===== src/rtl/multicycle_ctrl_fsm.sv =====
// Hardwired control FSM for the multicycle RV32I core: sequences IF/ID/EX/MEM/WB
// over the shared datapath and counts retired instructions.
module multicycle_ctrl_fsm #(
  parameter int unsigned CNT_W = 32
) (
  input  logic             clk,
  input  logic             reset,
  input  logic [6:0]       opcode,
  input  logic             bcond,
  input  logic             mem_ready,
  input  logic             is_halted,
  output logic             pc_write,
  output logic             pc_source,
  output logic             i_or_d,
  output logic             mem_read,
  output logic             mem_write,
  output logic             ir_write,
  output logic             reg_write,
  output logic [1:0]       wb_sel,
  output logic             alu_src_a,
  output logic [1:0]       alu_src_b,
  output logic [1:0]       alu_op,
  output logic             is_ecall,
  output logic             halted,
  output logic [CNT_W-1:0] retired
);

  typedef enum logic [2:0] {
    S_IF   = 3'd0,
    S_ID   = 3'd1,
    S_EX   = 3'd2,
    S_MEM  = 3'd3,
    S_WB   = 3'd4,
    S_HALT = 3'd5
  } state_e;

  localparam logic [6:0] OP_R     = 7'b0110011;
  localparam logic [6:0] OP_I     = 7'b0010011;
  localparam logic [6:0] OP_LOAD  = 7'b0000011;
  localparam logic [6:0] OP_STORE = 7'b0100011;
  localparam logic [6:0] OP_BR    = 7'b1100011;
  localparam logic [6:0] OP_JAL   = 7'b1101111;
  localparam logic [6:0] OP_JALR  = 7'b1100111;
  localparam logic [6:0] OP_ECALL = 7'b1110011;

  localparam logic [CNT_W-1:0] CNT_ONE = {{(CNT_W-1){1'b0}}, 1'b1};

  state_e           state_q, state_d;
  logic [CNT_W-1:0] retired_q, retired_d;
  logic             retire;

  always_comb begin
    state_d   = state_q;
    retire    = 1'b0;
    pc_write  = 1'b0;
    pc_source = 1'b0;
    i_or_d    = 1'b0;
    mem_read  = 1'b0;
    mem_write = 1'b0;
    ir_write  = 1'b0;
    reg_write = 1'b0;
    wb_sel    = '0;
    alu_src_a = 1'b0;
    alu_src_b = '0;
    alu_op    = '0;
    is_ecall  = 1'b0;
    halted    = 1'b0;

    case (state_q)
      S_IF: begin
        mem_read = 1'b1;
        if (mem_ready) begin
          ir_write = 1'b1;
          state_d  = S_ID;
        end
      end

      S_ID: begin
        alu_src_b = 2'd1;
        case (opcode)
          OP_ECALL: begin
            is_ecall = 1'b1;
            state_d  = is_halted ? S_HALT : S_WB;
          end
          OP_R, OP_I, OP_LOAD, OP_STORE, OP_BR, OP_JAL, OP_JALR: state_d = S_EX;
          default: state_d = S_WB;
        endcase
      end

      S_EX: begin
        state_d = S_WB;
        case (opcode)
          OP_R: begin
            alu_src_a = 1'b1;
            alu_op    = 2'd1;
          end
          OP_I: begin
            alu_src_a = 1'b1;
            alu_src_b = 2'd1;
            alu_op    = 2'd1;
          end
          OP_LOAD, OP_STORE: begin
            alu_src_a = 1'b1;
            alu_src_b = 2'd1;
            state_d   = S_MEM;
          end
          OP_BR: begin
            alu_src_a = 1'b1;
            alu_op    = 2'd2;
            if (bcond) begin
              pc_write  = 1'b1;
              pc_source = 1'b1;
              retire    = 1'b1;
              state_d   = S_IF;
            end
          end
          OP_JAL: begin
            alu_src_b = 2'd2;
            reg_write = 1'b1;
            wb_sel    = 2'd2;
            pc_write  = 1'b1;
            pc_source = 1'b1;
            retire    = 1'b1;
            state_d   = S_IF;
          end
          OP_JALR: begin
            alu_src_a = 1'b1;
            alu_src_b = 2'd1;
          end
          default: ;
        endcase
      end

      S_MEM: begin
        i_or_d    = 1'b1;
        mem_read  = (opcode == OP_LOAD);
        mem_write = (opcode == OP_STORE);
        if (mem_ready) begin
          if (opcode == OP_STORE) begin
            alu_src_b = 2'd2;
            pc_write  = 1'b1;
            retire    = 1'b1;
            state_d   = S_IF;
          end else begin
            state_d = S_WB;
          end
        end
      end

      S_WB: begin
        alu_src_b = 2'd2;
        pc_write  = 1'b1;
        pc_source = (opcode == OP_JALR);
        retire    = 1'b1;
        state_d   = S_IF;
        case (opcode)
          OP_R, OP_I: reg_write = 1'b1;
          OP_LOAD: begin
            reg_write = 1'b1;
            wb_sel    = 2'd1;
          end
          OP_JALR: begin
            reg_write = 1'b1;
            wb_sel    = 2'd2;
          end
          default: ;
        endcase
      end

      S_HALT: halted = 1'b1;

      default: state_d = S_IF;
    endcase

    // Reset is asynchronous, so outputs must drop while it is low, not at the next edge.
    if (!reset) begin
      pc_write  = 1'b0;
      pc_source = 1'b0;
      i_or_d    = 1'b0;
      mem_read  = 1'b0;
      mem_write = 1'b0;
      ir_write  = 1'b0;
      reg_write = 1'b0;
      wb_sel    = '0;
      alu_src_a = 1'b0;
      alu_src_b = '0;
      alu_op    = '0;
      is_ecall  = 1'b0;
      halted    = 1'b0;
    end

    retired_d = retire ? retired_q + CNT_ONE : retired_q;
  end

  always_ff @(posedge clk or negedge reset) begin
    if (!reset) begin
      state_q   <= S_IF;
      retired_q <= '0;
    end else begin
      state_q   <= state_d;
      retired_q <= retired_d;
    end
  end

  assign retired = retired_q;

endmodule

===== config.mk =====
export PLATFORM = sky130hd
export DESIGN_NAME = multicycle_ctrl_fsm
export DESIGN_NICKNAME = d
export VERILOG_FILES = /design/src/rtl/multicycle_ctrl_fsm.sv
export SDC_FILE = /design/constraint.sdc
export NUM_CORES = 1
export LEC_CHECK = 0
export BUFFER_PORTS_ARGS = -buffer_cell sky130_fd_sc_hd__buf_2
export CAP_MARGIN = 20
export CORE_ASPECT_RATIO = 2
export CORE_UTILIZATION = 40
export CTS_BUF_LIST = sky130_fd_sc_hd__clkbuf_4 sky130_fd_sc_hd__clkbuf_8 sky130_fd_sc_hd__clkbuf_16
export CTS_CLUSTER_DIAMETER = 120
export DETAILED_ROUTE_END_ITERATION = 7
export SYNTH_ARGS = -nofsm -noshare
export SYNTH_HDL_FRONTEND = slang
export SYNTH_SLANG_ARGS = --single-unit

===== constraint.sdc =====
create_clock -name clk -period 3.9 [get_ports clk]
set_clock_uncertainty 0.2 [all_clocks]
set_input_delay 0.195 -clock clk [delete_from_list [all_inputs] [get_ports clk]]
set_output_delay 0.195 -clock clk [all_outputs]
set_load 0.02 [all_outputs]

==> key figures, run 1 <==
Run status
  – Outcome: finished clean

Clocking
  – Worst skew pair latency: 0.28 ns
  – H-Tree Depth: 2
  – Num CTS Buffers: 5
  – CTS resizes: 0
  – CTS tree: yes
  – Clock root buffer: clkbuf_8
  – Max clock buf depth: 2
  – Sink Count: 35
  – CTS clk-pin slew, worst paths: 0.07 ns

Detailed routing
  – DRT iter0 DRCs: 30
  – Vias: between 1500 and 2000
  – Detailed Route WL: approximately 5.1 mm
  – Post-DR wirelength/cell: 14.7 um
  – DR vias/cell: 5.38
  – Routed Antenna Nets: 0
  – Residual DRC count: 0
  – Pre-antenna DRT Iters: 6

Hold path
  – Hold WC Path Type: input port to register

Timing
  – Final Cycle Share: 0.668
  – Max-slew violation count: 0
  – Hold Vio Cnt, Final: 0
  – Final min period: 2.61 ns
  – FMAX: around 380 MHz
  – Final WS setup: 1.29 ns
  – Rel. slew slack: 0.526
  – Worst Max-Slew Pin Slew: about 0.7 ns
  – Worst hold slack: around 0.019 ns
  – Setup Viol. Count Final: 0
  – RSZ-0062 raised after global routing: false
  – Setup TNS Final: 0 ns

Power and ir drop
  – Total power: 1.04 mW
  – Static leakage power: roughly 1.3 nW
  – Maximum VDD drop: 0.249 mV
  – PD cells: approximately 400 nW/um^2

Critical path
  – Setup CP Type: register to register
  – Crit Path Max Fanout: 14
  – Startpoint Class: register
  – Worst r2r dst: retired[29]
  – CP startpoint: state_q[1]
  – Worst Setup End Kind: register
  – Reg2reg start: state_q[1]
  – Required @ worst endpoint: ~4 ns
  – Worst path arrival time: between 2 and 3 ns
  – FF-to-FF setup slack: about 1.3 ns
  – Reg2Reg Depth: 5
  – Crit path to: retired[29]

Synthesis
  – Synth Area per Inst: 9.38 um^2
  – Sequential share of the synthesized area: 0.413
  – Synth Warn #: 0
  – Seq cells post-synth: 35
  – Post-synth EDFFs: 0
  – Yosys cell types: 46
  – Post-synth top flop: dfrtp_1
  – Post-Syn Area: 2120 um^2
  – Post-synth ARST share: 1.00
  – Syn nets: about 240
  – Mapped Cells: approximately 230

Layout
  – Final instance area: ~2600 um^2
  – Antenna diode count: 0
  – Filler instances: between 500 and 600
  – Commonest cells after routing, fill and taps aside: 59 x buf_2, 35 x dfrtp_1, 21 x nand2_1, 20 x nor2_1, 17 x xor2_1
  – Layout cell share with drive strength beyond 1: 0.285
  – Multi-input gate area: between 1000 and 1500 um^2
  – Most common cell after layout, fill and taps aside: buf_2
  – Register area: 876 um^2
  – Area added between synthesis and finish: 21.2%
  – Nets@finish: roughly 300
  – Finished Core Util: 0.500
  – Non-Filler Instances: between 300 and 400

Floorplanning
  – Die height: ~100 um
  – # rows: 37
  – Ports: 60
  – DIE AREA: approximately 5600 um^2
  – CORE AREA: around 5100 um^2
  – DIE WIDTH: between 50 and 60 um
  – Initial Util: 0.412

Run
  – # Max-Cap Violations: 0

Global routing
  – Largest net degree at the start of global routing: 28
  – Global-route wire length before repair: 8.04 mm
  – Gr ovfl total: 0
  – GR Util All Layers: 0.192
  – Busiest grt layer: met2
  – Met1 usage: 0.196
  – Met3 Track Usage GR: 0.0233
  – Antenna violations before repair: 0
  – Vias in the first global route: between 1500 and 2000
  – Met2 Use GR: 0.352

Placement
  – Post-DP Area: roughly 2500 um^2
  – Dpl ws: around 1.3 ns
  – Post-DP HPWL: 3.94 mm
  – Gpl congestion: around 0.8
  – Port Buffers: between 50 and 60
  – Inst Count DP: 338
[routing by layer]
layer  vias to the layer above  routed length, um
li1                        915                  -
met1                       879               1950
met2                        55               2780
met3                        13                172
met4                         0                181
met5                         -                  0
[cell type report]
class / count / share of cell area
well taps: 58 / 0.0283
inverters: 8 / 0.0117
multi-input cells: 175 / 0.457
repair buffers: 63 / 0.128
flip-flops and latches: 35 / 0.341
clock buffers: 6 / 0.0321
clock inverters: 1 / 0.00195
[state kept, by name, summed over array words and instances (netlist names)]
signal and flops:
retired 32, state_q 3
[synthesized netlist by cell type (2+ instances only)]
library cell,instances,area share
nand2_1,21,0.037
and3_1,5,0.015
xor2_1,17,0.070
nor4_1,4,0.012
nor2_1,20,0.035
dfrtp_1,35,0.41
a21o_1,2,0.0071
o21ai_0,6,0.014
nand2b_1,5,0.015
nor3_1,7,0.017
nand3_1,14,0.033
nor3b_1,2,0.0071
inv_1,8,0.014
clkbuf_1,3,0.0053
nand4_1,9,0.027
a21oi_1,9,0.021
nor3_2,4,0.019
xnor2_1,14,0.058
and4_1,2,0.0083
buf_2,4,0.0094
nor4_2,2,0.012
and2_1,2,0.0059
nor2b_1,8,0.024
[cell families (layout without fill, tap and decap cells)]
| logic type | after synthesis | after routing | synth area share |
|---|---|---|---|
| AND/OR/NAND/NOR | 116 | 116 | 0.323 |
| flip-flops | 35 | 35 | 0.413 |
| XOR/XNOR | 31 | 31 | 0.128 |
| AO/OA/AOI/OAI | 25 | 25 | 0.0874 |
| buffers and inverters | 16 | 78 | 0.0325 |
| multiplexers | 2 | 2 | 0.0100 |
| adder cells (fa/ha/maj) | 1 | 1 | 0.00590 |
[worst min-delay path by stage]
stage                     startpoint          to  slack [ns]  depth (start not counted)
after global placement         reset  state_q[2]       -0.08                          1
after detailed placement       reset  state_q[2]       -0.08                          1
after global routing       is_halted  state_q[0]        0.04                          3
final                      is_halted  state_q[0]        0.02                          3
after floorplan                reset  retired[0]       -0.30                          0
after CTS                  is_halted  state_q[0]        0.03                          3
[critical path: stages (launching register included)]
cell,delay (ns)
dfrtp_1,0.56
or3b_2,0.51
a2111oi_4,0.29
o311a_1,0.50
nor4b_2,0.31
xor2_1,0.17
[timing repair]
item	4_1_cts	5_1_grt
hold endpoints to repair	8	0
buffers inserted	0	0
hold buffers	1	0
setup endpoints to repair	0	0
[power breakdown]
group / internal [mW] / leakage, nW / switching, mW
Clock: 0.139 / 0.0470 / 0.124
Combinational: 0.114 / 0.769 / 0.180
Sequential: 0.404 / 0.456 / 0.0788
(Power assumes the default switching activity.)
==> run 2: changes to the inputs <==
--- a/config.mk
+++ b/config.mk
@@ -5,6 +5,7 @@
 export SDC_FILE = /design/constraint.sdc
 export NUM_CORES = 1
 export LEC_CHECK = 0
+export ABC_AREA = 1
 export BUFFER_PORTS_ARGS = -buffer_cell sky130_fd_sc_hd__buf_2
 export CAP_MARGIN = 20
 export CORE_ASPECT_RATIO = 2
==> constraint.sdc (replaced) <==
create_clock -name clk -period 2.2 [get_ports clk]
set_clock_uncertainty 0.2 [all_clocks]
set_input_delay 0.11 -clock clk [delete_from_list [all_inputs] [get_ports clk]]
set_output_delay 0.11 -clock clk [all_outputs]
set_load 0.02 [all_outputs]
==> key figures, run 2 <==
Timing
  – Final Cycle Share: 0.935 (+0.266)
  – Worst Max-Slew Pin Slew: 0.584 ns (-0.117 ns)
  – Setup Viol. Count Final: 0 (unchanged)
  – Max-slew violation count: 0 (unchanged)
  – Setup TNS Final: 0 ns (unchanged)
  – Rel. slew slack: 0.607 (+0.0814)
  – FMAX: 486 MHz (+27%)
  – Hold Vio Cnt, Final: 0 (unchanged)
  – RSZ-0062 raised after global routing: false
  – Final min period: 2.06 ns (-0.551 ns)

Layout
  – Non-Filler Instances: 584 (+69%)
  – Area added between synthesis and finish: 20.2%
  – Multi-input gate area: 1620 um^2 (+38%)
  – Antenna diode count: 0 (unchanged)
  – Max FFs per register: 32 (unchanged)
  – Nets@finish: 509 (+69%)
  – Commonest cells after routing, fill and taps aside: 165 x nand2_1, 59 x buf_2, 53 x nor2_1, 41 x inv_1, 35 x dfrtp_1
  – Register area: 876 um^2 (unchanged)
  – Most common cell after layout, fill and taps aside: nand2_1
  – Filler instances: 728 (+37%)
  – Layout cell share with drive strength beyond 1: 0.244 (-0.0408)

Clocking
  – Max clock buf depth: 2 (unchanged)
  – CTS tree: yes
  – Num CTS Buffers: 5 (unchanged)
  – Worst skew pair latency: 0.28 ns (about the same)
  – CTS clk-pin slew, worst paths: 0.05 ns (-0.02 ns)
  – Sink Count: 35 (unchanged)
  – H-Tree Depth: 2 (unchanged)
  – Clock root buffer: clkbuf_16
  – CTS resizes: 0 (unchanged)

Critical path
  – CP peak stage delay: 0.45 ns (-0.11 ns)
  – Crit-path cells: ha_1, nand3_2, inv_1, nand2_1, nor2_1, xor2_1, o21ai_2
  – Required @ worst endpoint: 2.18 ns (-1.73 ns)
  – Worst Setup End Kind: register
  – Startpoint Class: register
  – CP top delay family: simple AND/OR/NAND/NOR gates
  – Crit Path Max Fanout: 6 (-8)
  – WP buf/inv: 1 (+1)
  – Slowest cell on the critical path: dfrtp_1
  – Setup CP Type: register to register
  – Worst path arrival time: 2.03 ns (-0.58 ns)

Power and ir drop
  – Sw Ratio: 0.216 (-0.153)
  – Combinational share of power: 0.040 (-0.243)
  – Sw power: 0.304 mW (-21%)
  – PD cells: 424 nW/um^2 (+4.7%)
  – Static leakage power: 1.80 nW (+41%)
  – Total power: 1.41 mW (+35%)
  – Maximum VDD drop: 0.292 mV (+17%)
  – Clk pwr share: 0.502 (+0.249)
  – Internal: 1.10 mW (+68%)
  – Reg power frac: 0.458 (-0.007)

Detailed routing
  – Vias: 2892 (+55%)
  – Detailed Route WL: 8.37 mm (+65%)
  – Pre-antenna DRT Iters: 4 (-2)
  – Routed Antenna Nets: 0 (unchanged)
  – Residual DRC count: 0 (unchanged)
  – Post-DR wirelength/cell: 14.3 um (-2.4%)
  – DRT iter0 DRCs: 121 (+300%)
  – DR vias/cell: 4.95 (-8.0%)

Synthesis
  – Synth Area per Inst: 6.50 um^2 (-31%)
  – Mapped Cells: 425 (+88%)
  – Area share of the largest cell type after synthesis: 0.317 (-0.0961)
  – Post-synth EDFFs: 0 (unchanged)
  – Synth Warn #: 0 (unchanged)
  – Sequential share of the synthesized area: 0.317 (-0.0961)
  – Post-synth top area cell: dfrtp_1
  – Seq cells post-synth: 35 (unchanged)
  – Post-synth ARST share: 1.00 (unchanged)
  – Post-synth top flop: dfrtp_1
  – Post-Syn Area: 2760 um^2 (+30%)
  – Synth area leaders: dfrtp_1 32%, nand2_1 22%, nor2_1 7.2%
  – Syn nets: 438 (+83%)
  – Most numerous cell in the Yosys netlist: nand2_1
  – Top cells by count, synth: 165 x nand2_1, 53 x nor2_1, 41 x inv_1
  – Yosys cell types: 32 (-30%)

Floorplanning
  – # rows: 42 (+14%)
  – Initial Util: 0.417 (+0.00458)
  – Die height: 120 um (+14%)
  – Ports: 60 (unchanged)
  – DIE AREA: 7260 um^2 (+29%)
  – CORE AREA: 6620 um^2 (+29%)
  – DIE WIDTH: 60.8 um (+14%)

Placement
  – Inst Count DP: 576 (+70%)
  – Post-DP HPWL: 6.88 mm (+75%)
  – Port Buffers: 59 (unchanged)
  – Gpl congestion: 0.985 (+20%)

Global routing
  – Vias in the first global route: 2825 (+57%)
  – Gr ovfl total: 0 (unchanged)
  – Global-route wire length before repair: 13.3 mm (+66%)
  – Largest net degree at the start of global routing: 31 (+11%)
  – Antenna violations before repair: 0 (unchanged)
  – GR Util All Layers: 0.257 (+0.0642)

Hold path
  – Hold WC Path Type: input port to register

Run status
  – Outcome: finished clean

Run
  – # Max-Cap Violations: 0 (unchanged)
[run 2: power groups by stage]
| stage | logic [mW] | clock network, mW | registers [mW] |
|---|---|---|---|
| after global routing | 0.0647 | 0.750 | 0.644 |
| after global placement | 0.0560 | 0 | 0.655 |
| after CTS | 0.0588 | 0.725 | 0.644 |
| final | 0.0569 | 0.706 | 0.644 |
| after detailed placement | 0.0573 | 0 | 0.655 |
| after floorplan | 0.0200 | 0 | 0.656 |
[run 2: cells by family after synthesis]
| family | Yosys count | synth area share |
|---|---|---|
| buffers and inverters | 55 | 0.0961 |
| and+or+nand+nor | 294 | 0.472 |
| DFF | 35 | 0.317 |
| AOI/OAI and AO/OA | 23 | 0.0562 |
| xor gates and xnor gates | 17 | 0.0539 |
| adders and majority gates | 1 | 0.00453 |
[run 2: what timing repair did]
action,CTS,global route
setup endpoints to repair,0,0
buffers inserted,0,0
hold buffers,1,0
endpoints found under the hold margin,35,0
[run 2: layout make-up]
type	instances	share of cell area
multi-input cells	335	0.488
flip-flops and latches	35	0.264
repair buffers	70	0.115
inverters	49	0.0569
clock buffers	6	0.0418
well taps	88	0.0332
clock inverters	1	0.00151
[run 2: worst min-delay path: cells and delay by family]
kind | cells | cell delay [ns]
AO/OA/AOI/OAI | 1 | 0.05
buffers and inverters | 1 | 0.07
AND/OR/NAND/NOR | 3 | 0.21
[run 2: per-layer routing]
layer,GRT usage,vias up,part of all wire
met5,0,-,0
met1,0.236,1308,0.34
li1,-,1463,-
met2,0.477,90,0.56
met3,0.0377,31,0.034
met4,0.175,0,0.068
[run 2: worst paths after layout]
| kind | startpoint | end | slack (ns) | depth (start not counted) |
|---|---|---|---|---|
| setup / recovery | retired[0] | retired[16] | 0.14 | 7 |
| hold / removal | is_halted | state_q[0] | 0.005 | 5 |
| setup reg to reg | retired[0] | retired[16] | 0.14 | 7 |
| hold reg to reg | retired[31] | retired[31] | 0.32 | 2 |
| max in group asynchronous | reset | retired[31] | 1.28 | 3 |
| min in group asynchronous | reset | retired[26] | 0.18 | 3 |
[run 2: per-stage QoR]
stage          hold slack (ns)  setup WS (ns)  instance area [um^2]   util
2_1_floorplan           -0.386          0.350                  2760      -
3_3_place_gp           -0.0355          0.149                  3170  0.478
3_5_place_dp           -0.0367          0.119                  3170  0.478
4_1_cts                 0.0120          0.113                  3320  0.501
5_1_grt                 0.0930        0.00612                  3320  0.501
6_report               0.00500          0.144                  3320  0.501
